`src/rtl/vin_pkg.sv`:
```
// Shared definitions for the vin synthetic video source: pattern encodings,
// color-bar palette and a width helper for counter/coordinate sizing.
package vin_pkg;

   typedef enum logic [1:0] {
      PAT_SOLID = 2'd0,
      PAT_RAMP  = 2'd1,
      PAT_BARS  = 2'd2,
      PAT_CHECK = 2'd3
   } pattern_e;

   // Index 0 is the leftmost bar (white), index 7 the rightmost (black).
   localparam logic [7:0][23:0] BAR_RGB = {
      24'h000000,
      24'h0000FF,
      24'hFF0000,
      24'hFF00FF,
      24'h00FF00,
      24'h00FFFF,
      24'hFFFF00,
      24'hFFFFFF
   };

   function automatic int width_of(input int n);
      return (n > 1) ? $clog2(n) : 1;
   endfunction

endpackage

```
`src/rtl/vin_timing_gen.sv`:
```
// Raster timing for the vin pattern generator: horizontal/vertical counters
// and the combinational sync, active-video and coordinate decode of their state.
module vin_timing_gen
   import vin_pkg::*;
#(
   parameter int H_ACTIVE = 800,
   parameter int H_FP     = 8,
   parameter int H_SYNC   = 4,
   parameter int H_BP     = 8,
   parameter int V_ACTIVE = 1200,
   parameter int V_FP     = 2,
   parameter int V_SYNC   = 2,
   parameter int V_BP     = 4,
   parameter int COL_W    = width_of(H_ACTIVE),
   parameter int ROW_W    = width_of(V_ACTIVE)
) (
   input  logic             clk,
   input  logic             rst,
   input  logic             en,
   output logic             hsync,
   output logic             vsync,
   output logic             valid,
   output logic             frame_start,
   output logic [COL_W-1:0] col,
   output logic [ROW_W-1:0] row
);

   localparam int H_TOTAL = H_SYNC + H_BP + H_ACTIVE + H_FP;
   localparam int V_TOTAL = V_SYNC + V_BP + V_ACTIVE + V_FP;
   localparam int HCNT_W  = width_of(H_TOTAL);
   localparam int VCNT_W  = width_of(V_TOTAL);
   localparam int H_BEG   = H_SYNC + H_BP;
   localparam int H_END   = H_BEG + H_ACTIVE;
   localparam int V_BEG   = V_SYNC + V_BP;
   localparam int V_END   = V_BEG + V_ACTIVE;

   logic [HCNT_W-1:0] hcnt;
   logic [VCNT_W-1:0] vcnt;
   logic              h_act;
   logic              v_act;

   // Dropping en parks both counters at the frame origin, so re-enabling
   // always begins a fresh frame.
   always_ff @(posedge clk or posedge rst) begin
      if (rst) begin
         hcnt <= '0;
         vcnt <= '0;
      end else if (!en) begin
         hcnt <= '0;
         vcnt <= '0;
      end else if (hcnt == HCNT_W'(H_TOTAL - 1)) begin
         hcnt <= '0;
         vcnt <= (vcnt == VCNT_W'(V_TOTAL - 1)) ? '0 : vcnt + 1'b1;
      end else begin
         hcnt <= hcnt + 1'b1;
      end
   end

   assign hsync       = (hcnt < HCNT_W'(H_SYNC));
   assign vsync       = (vcnt < VCNT_W'(V_SYNC));
   assign h_act       = (hcnt >= HCNT_W'(H_BEG)) && (hcnt < HCNT_W'(H_END));
   assign v_act       = (vcnt >= VCNT_W'(V_BEG)) && (vcnt < VCNT_W'(V_END));
   assign valid       = h_act && v_act;
   assign frame_start = (hcnt == '0) && (vcnt == '0);
   assign col         = COL_W'(hcnt - HCNT_W'(H_BEG));
   assign row         = ROW_W'(vcnt - VCNT_W'(V_BEG));

endmodule

```
`src/rtl/vin_pattern_gen.sv`:
```
// Synthetic two-pixel-per-clock RGB888 video source with selectable test
// patterns; drops in at the vin front end in place of the capture path.
module vin_pattern_gen
   import vin_pkg::*;
#(
   parameter int H_ACTIVE  = 800,
   parameter int H_FP      = 8,
   parameter int H_SYNC    = 4,
   parameter int H_BP      = 8,
   parameter int V_ACTIVE  = 1200,
   parameter int V_FP      = 2,
   parameter int V_SYNC    = 2,
   parameter int V_BP      = 4,
   parameter int BAR_SHIFT = 7
) (
   input  logic        clk,
   input  logic        rst,
   input  logic        en,
   input  logic [1:0]  pattern_sel,
   input  logic [7:0]  gray,
   output logic        out_vsync,
   output logic        out_hsync,
   output logic [47:0] out_color,
   output logic        out_valid
);

   localparam int COL_W   = width_of(H_ACTIVE);
   localparam int ROW_W   = width_of(V_ACTIVE);
   // Pixel x and row are widened so the fixed bit picks below always exist.
   localparam int X_MIN   = (BAR_SHIFT + 3 > 8) ? BAR_SHIFT + 3 : 8;
   localparam int X_W     = (COL_W + 1 > X_MIN) ? COL_W + 1 : X_MIN;
   localparam int ROWX_W  = (ROW_W > 4) ? ROW_W : 4;

   logic              hsync;
   logic              vsync;
   logic              valid;
   logic              frame_start;
   logic [COL_W-1:0]  col;
   logic [ROW_W-1:0]  row;
   logic [X_W-1:0]    x_even;
   logic [X_W-1:0]    x_odd;
   logic [ROWX_W-1:0] row_x;
   pattern_e          sel_q;
   logic [7:0]        gray_q;

   vin_timing_gen #(
      .H_ACTIVE (H_ACTIVE),
      .H_FP     (H_FP),
      .H_SYNC   (H_SYNC),
      .H_BP     (H_BP),
      .V_ACTIVE (V_ACTIVE),
      .V_FP     (V_FP),
      .V_SYNC   (V_SYNC),
      .V_BP     (V_BP),
      .COL_W    (COL_W),
      .ROW_W    (ROW_W)
   ) u_timing (
      .clk         (clk),
      .rst         (rst),
      .en          (en),
      .hsync       (hsync),
      .vsync       (vsync),
      .valid       (valid),
      .frame_start (frame_start),
      .col         (col),
      .row         (row)
   );

   assign x_even = X_W'({col, 1'b0});
   assign x_odd  = X_W'({col, 1'b1});
   assign row_x  = ROWX_W'(row);

   function automatic logic [23:0] pixel(input pattern_e sel,
                                         input logic [7:0] g,
                                         input logic [X_W-1:0] x,
                                         input logic [ROWX_W-1:0] r);
      logic [23:0] rgb;
      case (sel)
         PAT_SOLID: rgb = {g, g, g};
         PAT_RAMP:  rgb = {x[7:0], x[7:0], x[7:0]};
         PAT_BARS:  rgb = BAR_RGB[x[BAR_SHIFT+2:BAR_SHIFT]];
         default:   rgb = (x[3] ^ r[3]) ? 24'hFFFFFF : 24'h000000;
      endcase
      return rgb;
   endfunction

   // Selection is captured only at the frame origin; since the counters sit
   // at the origin while disabled, this also covers the first enabled cycle.
   always_ff @(posedge clk or posedge rst) begin
      if (rst) begin
         sel_q  <= PAT_SOLID;
         gray_q <= '0;
      end else if (en && frame_start) begin
         sel_q  <= pattern_e'(pattern_sel);
         gray_q <= gray;
      end
   end

   always_ff @(posedge clk or posedge rst) begin
      if (rst) begin
         out_hsync <= 1'b0;
         out_vsync <= 1'b0;
         out_valid <= 1'b0;
         out_color <= '0;
      end else if (!en) begin
         out_hsync <= 1'b0;
         out_vsync <= 1'b0;
         out_valid <= 1'b0;
         out_color <= '0;
      end else begin
         out_hsync <= hsync;
         out_vsync <= vsync;
         out_valid <= valid;
         out_color <= valid ? {pixel(sel_q, gray_q, x_even, row_x),
                               pixel(sel_q, gray_q, x_odd,  row_x)} : '0;
      end
   end

endmodule

```
`config.mk`:
```
export PLATFORM = sky130hd
export DESIGN_NAME = vin_pattern_gen
export DESIGN_NICKNAME = d
export VERILOG_FILES = /design/src/rtl/vin_pkg.sv /design/src/rtl/vin_timing_gen.sv /design/src/rtl/vin_pattern_gen.sv
export SDC_FILE = /design/constraint.sdc
export NUM_CORES = 1
export LEC_CHECK = 0
export ABC_AREA = 1
export CORE_UTILIZATION = 50
export DETAILED_ROUTE_END_ITERATION = 16
export MAX_ROUTING_LAYER = met4
export PLACE_DENSITY = 0.84
export SYNTH_ARGS = -nofsm -noshare
export SYNTH_HDL_FRONTEND = slang
export SYNTH_HIERARCHICAL = 1
export SYNTH_SLANG_ARGS = --single-unit
```
`constraint.sdc`:
```
create_clock -name clk -period 2.2 [get_ports clk]
set_input_delay 0.33 -clock clk [delete_from_list [all_inputs] [get_ports clk]]
set_output_delay 0.33 -clock clk [all_outputs]
set_load 0.05 [all_outputs]
```
==> results.sh, run 1 <==
export IMPL_clkLatencyLatePin_ns=0.35
export IMPL_worst_r2r_endpoint="out_color[44]"
export IMPL_cts_buffers=9
export IMPL_ys_warn_count=6
export IMPL_status="finished, violations left"
export IMPL_n_antenna_cell=0
export IMPL_n_fill_cell=556
export IMPL_grt_total_usage=0.230
export IMPL_detailed_place_hpwl_um=5380
export IMPL_r2r_start="u_timing/hcnt[4]"
export IMPL_firstDrtPassIters=11
export IMPL_wl_per_cell_um=13.3
export IMPL_final_cells=551
export IMPL_clock_root_buffer="clkbuf_8"
export IMPL_hold_viol_final=0
export IMPL_ios=64
export IMPL_end_kind="register"
export IMPL_tns_ns=0
export IMPL_place_inst=536
export IMPL_vdd_ir_drop_worst_uv=426
export IMPL_grt_pass1_wl_um=12200
export IMPL_die_y_um=84.2
export IMPL_cap_violations=0
export IMPL_dieArea_um2=7090
export IMPL_syn_area_um2=3380
export IMPL_via_count=2829
export IMPL_fp_coreArea_um2=6420
export IMPL_slew_headroom=0.614
export IMPL_grt_max_degree=41
export IMPL_worstSetupStartpointType="register"
export IMPL_io_buffers=63
export IMPL_finalSetupViolations=0
export IMPL_drive_gt1_frac=0.0949
export IMPL_cts_tree="done"
export IMPL_via_per_inst=5.13
export IMPL_rsz0062_at_grt="no"
export IMPL_dr_first_iter_drc_count=110
export IMPL_antenna_found_initial=0
export IMPL_first_global_vias=2742
export IMPL_final_max_slew_viol_count=0
export IMPL_skew_ns=0.00996
export IMPL_worstPathRequired_ns=2.43
export IMPL_critPathKind="register to register"
export IMPL_synth_nets=449
export IMPL_place_congestion=0.915
export IMPL_grt_ovfl_total=0
export IMPL_power_density_nw_per_um2=715
export IMPL_fin_crit_sh=0.873
export IMPL_r2r_cells=6
export IMPL_hold_path_class="input pin to asynchronous set/reset pin"
export IMPL_wirelength_um=7330
export IMPL_arrival_ns=2.15
export IMPL_r2r_slack_ns=0.28
export IMPL_synthToLayoutAreaGrowth_pct=20.5
export IMPL_fmax_mhz=521
export IMPL_fp_dieW_um=84.2
export IMPL_syn_area_per_cell_um2=7.91
export IMPL_syn_inst=427
export IMPL_std_cell_rows=29
export IMPL_min_period_ns=1.92
export IMPL_clockBufferDepth=2
export IMPL_cts_sink_count=61
export IMPL_drc_errors=21
export IMPL_start_util=0.526
export IMPL_final_nets=492
export IMPL_worst_pin_slew_ns=0.573
export IMPL_cts_htree_levels=3
export IMPL_violations="design-rule violations"
export IMPL_antenna_left=0
export IMPL_path_max_fanout=8
export IMPL_clkTransAtPathRegs_ns=0.07
export IMPL_power_leakage_uw=0.00203
what timing repair did:
| action | CTS | global route |
|---|---|---|
| buffers inserted | 0 | 0 |
| endpoints found under the setup margin | 0 | 18 |
| hold buffers | 0 | 0 |
| gates resized for setup | 0 | 3 |
state kept, by name (all words and copies together), names as in the netlist:
| register | flops |
|---|---|
| u_timing/hcnt | 10 |
| out_color | 27 |
| u_timing/vcnt | 11 |
| out_vsync | 1 |
| out_hsync | 1 |
| sel_q | 2 |
| gray_q | 8 |
| out_valid | 1 |
routing by layer:
layer  vias up  track usage  share of wire
met5         -            -              0
met4         0       0.0721          0.019
met3        14       0.0826          0.069
met2       104        0.396           0.51
met1      1320        0.248           0.40
li1       1391            -              -
stage by stage:
step | instance area [µm²] | power [µW] | utilization | setup WS [ns] | hold WS, ns
4_1_cts | 4060 | 2920 | 0.632 | 0.129 | 0.344
3_3_place_gp | 3870 | 1930 | 0.602 | 0.285 | 0.459
2_1_floorplan | 3380 | 1820 | - | 0.471 | 0.307
5_1_grt | 4070 | 3090 | 0.634 | 0.119 | 0.385
3_5_place_dp | 3870 | 1950 | 0.602 | 0.158 | 0.468
6_report | 4070 | 2910 | 0.634 | 0.280 | 0.344
area by class of cell:
class / instances / area [µm²] / share of cell area
clock buffer: 11 / 141 / 0.0347
tap: 77 / 96.3 / 0.0237
multi-input combinational: 282 / 1410 / 0.346
timing repair buffer: 68 / 668 / 0.164
sequential: 61 / 1530 / 0.375
inverter: 48 / 180 / 0.0443
clock inverter: 4 / 48.8 / 0.0120
worst max-delay path, cell delays in order (launching register included):
cell	delay [ns]
dfrtp_1	0.49
nor2_1	0.21
o21ai_0	0.19
o21ai_0	0.51
a21oi_4	0.18
nor2_1	0.17
nor2_2	0.04
power by group:
part           switching [µW]  total (µW)  internal, µW
registers                73.4        1280          1210
logic                     436         654           218
clock network             428         973           545
total                     938        2910          1970
worst max path at each step:
stage / cells past startpoint / from / slack [ns] / endpoint
after global routing: 10 / u_timing/hcnt[2] / 0.12 / out_color[36]
final: 6 / u_timing/hcnt[4] / 0.28 / out_color[44]
after CTS: 7 / u_timing/hcnt[4] / 0.13 / gray_q[0]
after detailed placement: 7 / u_timing/hcnt[4] / 0.16 / gray_q[0]
after global placement: 7 / u_timing/hcnt[4] / 0.29 / gray_q[0]
after floorplan: 9 / u_timing/hcnt[2] / 0.47 / gray_q[1]
layout by cell type, fill, tap and decap left out, types with 4 or more instances in the layout:
cell             instances
a21oi_1                  9
buf_4                    5
clkbuf_8                10
clkdlybuf4s50_1         63
dfrtp_1                 61
ha_1                     9
inv_1                   44
inv_2                    4
nand2_1                 80
nand2_4                  5
nand3_1                 32
nand4_1                  9
nor2_1                  96
nor2_2                   6
nor3_1                   4
o21ai_0                 10
xor2_1                   4
Note: power is estimated with default switching activity, not from simulation.
==> run 2: changes to the inputs <==
CORE_UTILIZATION = 40   (was 50)
DONT_BUFFER_PORTS = 1   (was default)
PLACE_DENSITY = 0.61   (was 0.84)
==> run 2 against run 1 <==
The flow finishes with violations (negative hold slack). Via count decreased by 8.8%. First-iteration DRC count increased by 4.5%. Worst hold slack got worse by 0.34 ns. Die area increased by 24%. Total power increased by 1.8%. Flip-flop and latch count unchanged. Non-clock buffer count decreased by 42. Global-route usage decreased by 5.8 points. Register-to-register slack got worse by 0.03 ns. Largest power group unchanged. Highest routed layer unchanged.
==> results.sh, run 2 (synthesized netlist as in run 1, its figures left out) <==
export IMPL_hold_viol_final=2
export IMPL_path_max_fanout=27
export IMPL_critPathTopFamily="simple AND/OR/NAND/NOR gates"
export IMPL_std_cell_rows=33
export IMPL_violations="negative hold slack"
export IMPL_r2r_start="u_timing/hcnt[2]"
export IMPL_dieArea_um2=8820
export IMPL_cts_buffers=9
export IMPL_power_switching_uw=935
export IMPL_first_global_vias=2477
export IMPL_wirelength_um=6770
export IMPL_power_density_nw_per_um2=812
export IMPL_n_fill_cell=852
export IMPL_largest_reg_flops=27
export IMPL_clkLatencyLatePin_ns=0.33
export IMPL_clkTransAtPathRegs_ns=0.07
export IMPL_critPathKind="register to register"
export IMPL_die_y_um=93.9
export IMPL_post_cts_buffers=0
export IMPL_wl_per_cell_um=12.6
export IMPL_clock_root_buffer="clkbuf_8"
export IMPL_place_inst=522
export IMPL_worst_r2r_endpoint="out_color[40]"
export IMPL_io_buffers=0
export IMPL_switching_share=0.316
export IMPL_power_frac_comb=0.199
export IMPL_seqPwrFrac=0.438
export IMPL_grt_pass1_wl_um=11400
export IMPL_regMostFlops="out_color"
export IMPL_firstDrtPassIters=4
export IMPL_clockBufferDepth=2
export IMPL_hold_path_class="input pin to asynchronous set/reset pin"
export IMPL_end_kind="register"
export IMPL_final_common_cell="nor2_1"
export IMPL_via_per_inst=4.80
export IMPL_fmax_mhz=513
export IMPL_r2r_slack_ns=0.25
export IMPL_reg_top3="out_color x27, u_timing/vcnt x11, u_timing/hcnt x10"
export IMPL_worstSetupStartpointType="register"
export IMPL_min_period_ns=1.95
export IMPL_final_cells=537
export IMPL_cap_violations=0
export IMPL_ios=64
export IMPL_n_antenna_cell=0
export IMPL_cts_hold_buf=0
export IMPL_power_leakage_uw=0.00192
export IMPL_place_congestion=0.891
export IMPL_rsz0062_at_grt="no"
export IMPL_status="finished, violations left"
export IMPL_fin_crit_sh=0.886
export IMPL_drc_errors=0
export IMPL_fp_coreArea_um2=8180
export IMPL_cts_htree_levels=3
export IMPL_start_util=0.413
export IMPL_crit_chain="ha_1, nor2_1, nor2_1, o21ai_0, o211ai_1, nor2_1, nand2_1, inv_1, nand2_4, nor2_1"
export IMPL_worst_path_max_delay_cell="dfrtp_1"
export IMPL_antenna_found_initial=0
export IMPL_worstPathBufferInverterCount=1
export IMPL_slowest_delay_ns=0.43
export IMPL_worstPathRequired_ns=2.45
export IMPL_layout_common_cells="nor2_1, nand2_1, dfrtp_1"
export IMPL_skew_ns=0.0109
export IMPL_vdd_ir_drop_worst_uv=333
export IMPL_drive_gt1_frac=0.150
export IMPL_dr_first_iter_drc_count=115
export IMPL_power_internal_uw=2030
export IMPL_critical_path_most_common_cell="nor2_1"
export IMPL_grt_max_degree=41
export IMPL_synthToLayoutAreaGrowth_pct=7.93
export IMPL_fp_dieW_um=93.9
export IMPL_pwr_share_clk=0.363
export IMPL_finalSetupViolations=0
export IMPL_cts_sink_count=61
export IMPL_hold_ws_ns=-0.000340
export IMPL_via_count=2580
export IMPL_slew_headroom=0.439
export IMPL_r2r_cells=10
export IMPL_antenna_left=0
export IMPL_grt_total_usage=0.172
export IMPL_fin_util=0.446
export IMPL_final_max_slew_viol_count=0
export IMPL_grt_ovfl_total=0
export IMPL_worst_pin_slew_ns=0.841
export IMPL_arrival_ns=2.20
export IMPL_final_nets=450
export IMPL_tns_ns=0
export IMPL_cts_tree="done"
export IMPL_detailed_place_hpwl_um=5090
==> run 2: cell count changes in the layout (fill, tap and decap cells not counted) <==
| cell | previous run | this run |
|---|---|---|
| nand2_2 | 1 | 0 |
| clkbuf_1 | 1 | 0 |
| clkinv_2 | 2 | 1 |
| bufinv_16 | 1 | 2 |
| nand2_1 | 80 | 81 |
| nor4b_2 | 1 | 0 |
| nor4b_1 | 0 | 1 |
| clkdlybuf4s50_1 | 63 | 0 |
| clkinvlp_4 | 0 | 2 |
| buf_4 | 5 | 26 |
| clkbuf_8 | 10 | 9 |
==> run 2: area by class of cell <==
class,instances,area (µm²),share of cell area
Clock inverter,6,88.8,0.0244
Timing Repair Buffer,26,195,0.0535
Clock buffer,9,124,0.0340
Tap cell,105,131,0.0360
Sequential cell,61,1530,0.419
Inverter,48,180,0.0494
Multi-Input combinational cell,282,1400,0.384
==> run 2: power by group through the flow <==
stage / Sequential [µW] / Clock (µW) / Combinational, µW
after floorplan: 1280 / 0 / 534
after global placement: 1320 / 0 / 578
after detailed placement: 1320 / 0 / 590
after CTS: 1300 / 1100 / 592
after global routing: 1310 / 1160 / 682
final: 1300 / 1070 / 588
==> run 2: what timing repair did <==
action,4_1_cts,5_1_grt
endpoints found under the setup margin,0,19
gates resized for setup,0,1
endpoints found under the hold margin,0,0
==> run 2: per-stage QoR <==
step                      worst slack, ns  total power (µW)  cell area, µm²  hold slack, ns
after global routing               0.0275              3150            3650          0.0393
after global placement              0.166              1890            3430           0.366
final                               0.251              2960            3650       -0.000340
after CTS                           0.147              2990            3640          0.0118
after floorplan                     0.471              1820            3380           0.307
after detailed placement            0.165              1910            3430           0.375
==> run 2: per-layer routing <==
metal	part of all wire	vias to the layer above	GRT usage
met3	0.065	4	0.0396
met5	0	-	-
li1	-	1314	-
met1	0.43	1191	0.202
met4	0.0065	0	0.0590
met2	0.50	71	0.291
==> run 2: worst max-delay path by stage <==
stage	to	start	cells after the start	slack, ns
floorplan	gray_q[1]	u_timing/hcnt[2]	9	0.47
global placement	out_color[27]	u_timing/hcnt[2]	10	0.17
detailed placement	out_color[40]	u_timing/hcnt[2]	10	0.17
CTS	out_color[40]	u_timing/hcnt[2]	10	0.15
global route	sel_q[0]	u_timing/hcnt[3]	7	0.03
finish	out_color[40]	u_timing/hcnt[2]	10	0.25
==> run 3: changes to the inputs <==
PLACE_DENSITY = 0.65   (was 0.61)
==> run 3 against run 2 <==
The run now ends clean. Cell count up 0.37%. Clock skew up 0.0036 ns. Sequential power about the same. Clock power about the same. Total power up 0.91%. Clock-buffer cell count up 1. Non-clock buffer count up 1. Sequential share of layout area down 0.086 points. Largest power group unchanged.
==> results.sh, run 3 (synthesized netlist as in run 1, its figures left out) <==
export IMPL_hold_viol_final=0
export IMPL_fin_crit_sh=0.893
export IMPL_cap_violations=0
export IMPL_dieArea_um2=8820
export IMPL_worstSetupStartpointType="register"
export IMPL_detailed_place_hpwl_um=5130
export IMPL_dr_first_iter_drc_count=134
export IMPL_tns_ns=0
export IMPL_power_density_nw_per_um2=818
export IMPL_post_cts_buffers=0
export IMPL_vdd_ir_drop_worst_uv=345
export IMPL_power_leakage_uw=0.00193
export IMPL_regMostFlops="out_color"
export IMPL_regArea_um2=1530
export IMPL_antenna_left=0
export IMPL_start_util=0.413
export IMPL_grt_total_usage=0.187
export IMPL_n_antenna_cell=0
export IMPL_arrival_ns=2.23
export IMPL_cts_tree="done"
export IMPL_reg_top3="out_color x27, u_timing/vcnt x11, u_timing/hcnt x10"
export IMPL_wl_per_cell_um=13.1
export IMPL_ios=64
export IMPL_wirelength_um=7050
export IMPL_synthToLayoutAreaGrowth_pct=8.15
export IMPL_final_max_slew_viol_count=0
export IMPL_met1_usage=0.207
export IMPL_die_y_um=93.9
export IMPL_grt_pass1_wl_um=12200
export IMPL_dpl_cell_area_um2=3430
export IMPL_cts_sink_count=61
export IMPL_critPathKind="register to register"
export IMPL_grt_max_degree=41
export IMPL_drc_errors=0
export IMPL_grt_busiest_layer="met2"
export IMPL_post_cts_resized=0
export IMPL_clkTransAtPathRegs_ns=0.08
export IMPL_use_met3=0.0550
export IMPL_cts_buffers=9
export IMPL_n_fill_cell=827
export IMPL_worstPathRequired_ns=2.47
export IMPL_finalSetupViolations=0
export IMPL_fp_dieW_um=93.9
export IMPL_fp_coreArea_um2=8180
export IMPL_status="complete, no violations"
export IMPL_postLayoutCellArea_um2=3650
export IMPL_via_count=2652
export IMPL_place_congestion=0.892
export IMPL_antenna_found_initial=0
export IMPL_skew_ns=0.0145
export IMPL_layout_common_cells="nor2_1, nand2_1, dfrtp_1"
export IMPL_hold_path_class="input pin to asynchronous set/reset pin"
export IMPL_io_buffers=0
export IMPL_firstDrtPassIters=4
export IMPL_worst_pin_slew_ns=0.854
export IMPL_final_nets=451
export IMPL_drive_gt1_frac=0.150
export IMPL_slew_headroom=0.430
export IMPL_std_cell_rows=33
export IMPL_cts_htree_levels=3
export IMPL_first_global_vias=2653
export IMPL_final_common_cell="nor2_1"
export IMPL_clkLatencyLatePin_ns=0.35
export IMPL_clockBufferDepth=2
export IMPL_min_period_ns=1.97
export IMPL_via_per_inst=4.92
export IMPL_grt_use_met2=0.324
export IMPL_multi_input_area_um2=1400
export IMPL_largest_reg_flops=27
export IMPL_grt_ovfl_total=0
export IMPL_end_kind="register"
export IMPL_rsz0062_at_grt="no"
export IMPL_fmax_mhz=509
export IMPL_path_max_fanout=27
export IMPL_clock_root_buffer="clkbuf_8"
-- run 3: layout make-up --
cell class,count,share of cell area
repair buffers,27,0.0562
well taps,105,0.0360
clock inverters,6,0.0240
inverters,48,0.0493
clock buffers,10,0.0349
flip-flops and latches,61,0.418
multi-input cells,282,0.382
-- run 3: path summary, 6_finish.rpt --
check	depth (start not counted)	startpoint	slack, ns	endpoint
worst min register to register	2	gray_q[2]	0.48	gray_q[2]
min in group clk	2	en	0.09	out_hsync
worst min-delay path	1	rst	0.03	u_timing/vcnt[10]
worst max-delay path	10	u_timing/hcnt[2]	0.23	out_color[29]
max in group asynchronous	3	rst	1.31	out_valid
worst max register to register	10	u_timing/hcnt[2]	0.23	out_color[29]
-- run 3: critical path, stage by stage (launching register included) --
cell and delay (ns):
dfrtp_1 0.42, ha_1 0.30, nor2_1 0.13, nor2_1 0.05, o21ai_0 0.14, o211ai_1 0.10, nor2_1 0.09, nand2_1 0.05
inv_1 0.08, nand2_2 0.30, nor2_1 0.21
-- run 3: stage by stage --
| step | power (µW) | std cells | hold WS (ns) | util | worst slack, ns |
|---|---|---|---|---|---|
| 2_1_floorplan | 1820 | 427 | 0.307 | - | 0.471 |
| 3_3_place_gp | 1910 | 522 | 0.367 | 0.419 | 0.327 |
| 3_5_place_dp | 1920 | 522 | 0.372 | 0.419 | 0.249 |
| 4_1_cts | 3030 | 539 | 0.0421 | 0.447 | 0.232 |
| 5_1_grt | 3190 | 539 | 0.0897 | 0.447 | 0.0254 |
| 6_report | 2990 | 539 | 0.0302 | 0.447 | 0.235 |
-- run 3: routing by layer --
layer  wire length (µm)  up-vias
met4                 97        0
li1                   -     1314
met1               2940     1249
met3                416        7
met5                  0        -
met2               3590       82
-- run 3: report_power, final --
part / internal (µW) / switching [µW] / total (µW)
clock: 638 / 458 / 1100
sequential: 1210 / 93.7 / 1300
combinational: 192 / 399 / 591
total: 2040 / 951 / 2990
-- run 3: what timing repair did --
item                                    4_1_cts  5_1_grt
endpoints found under the setup margin        0        0
hold buffers                                  1        0
endpoints found under the hold margin        40        0
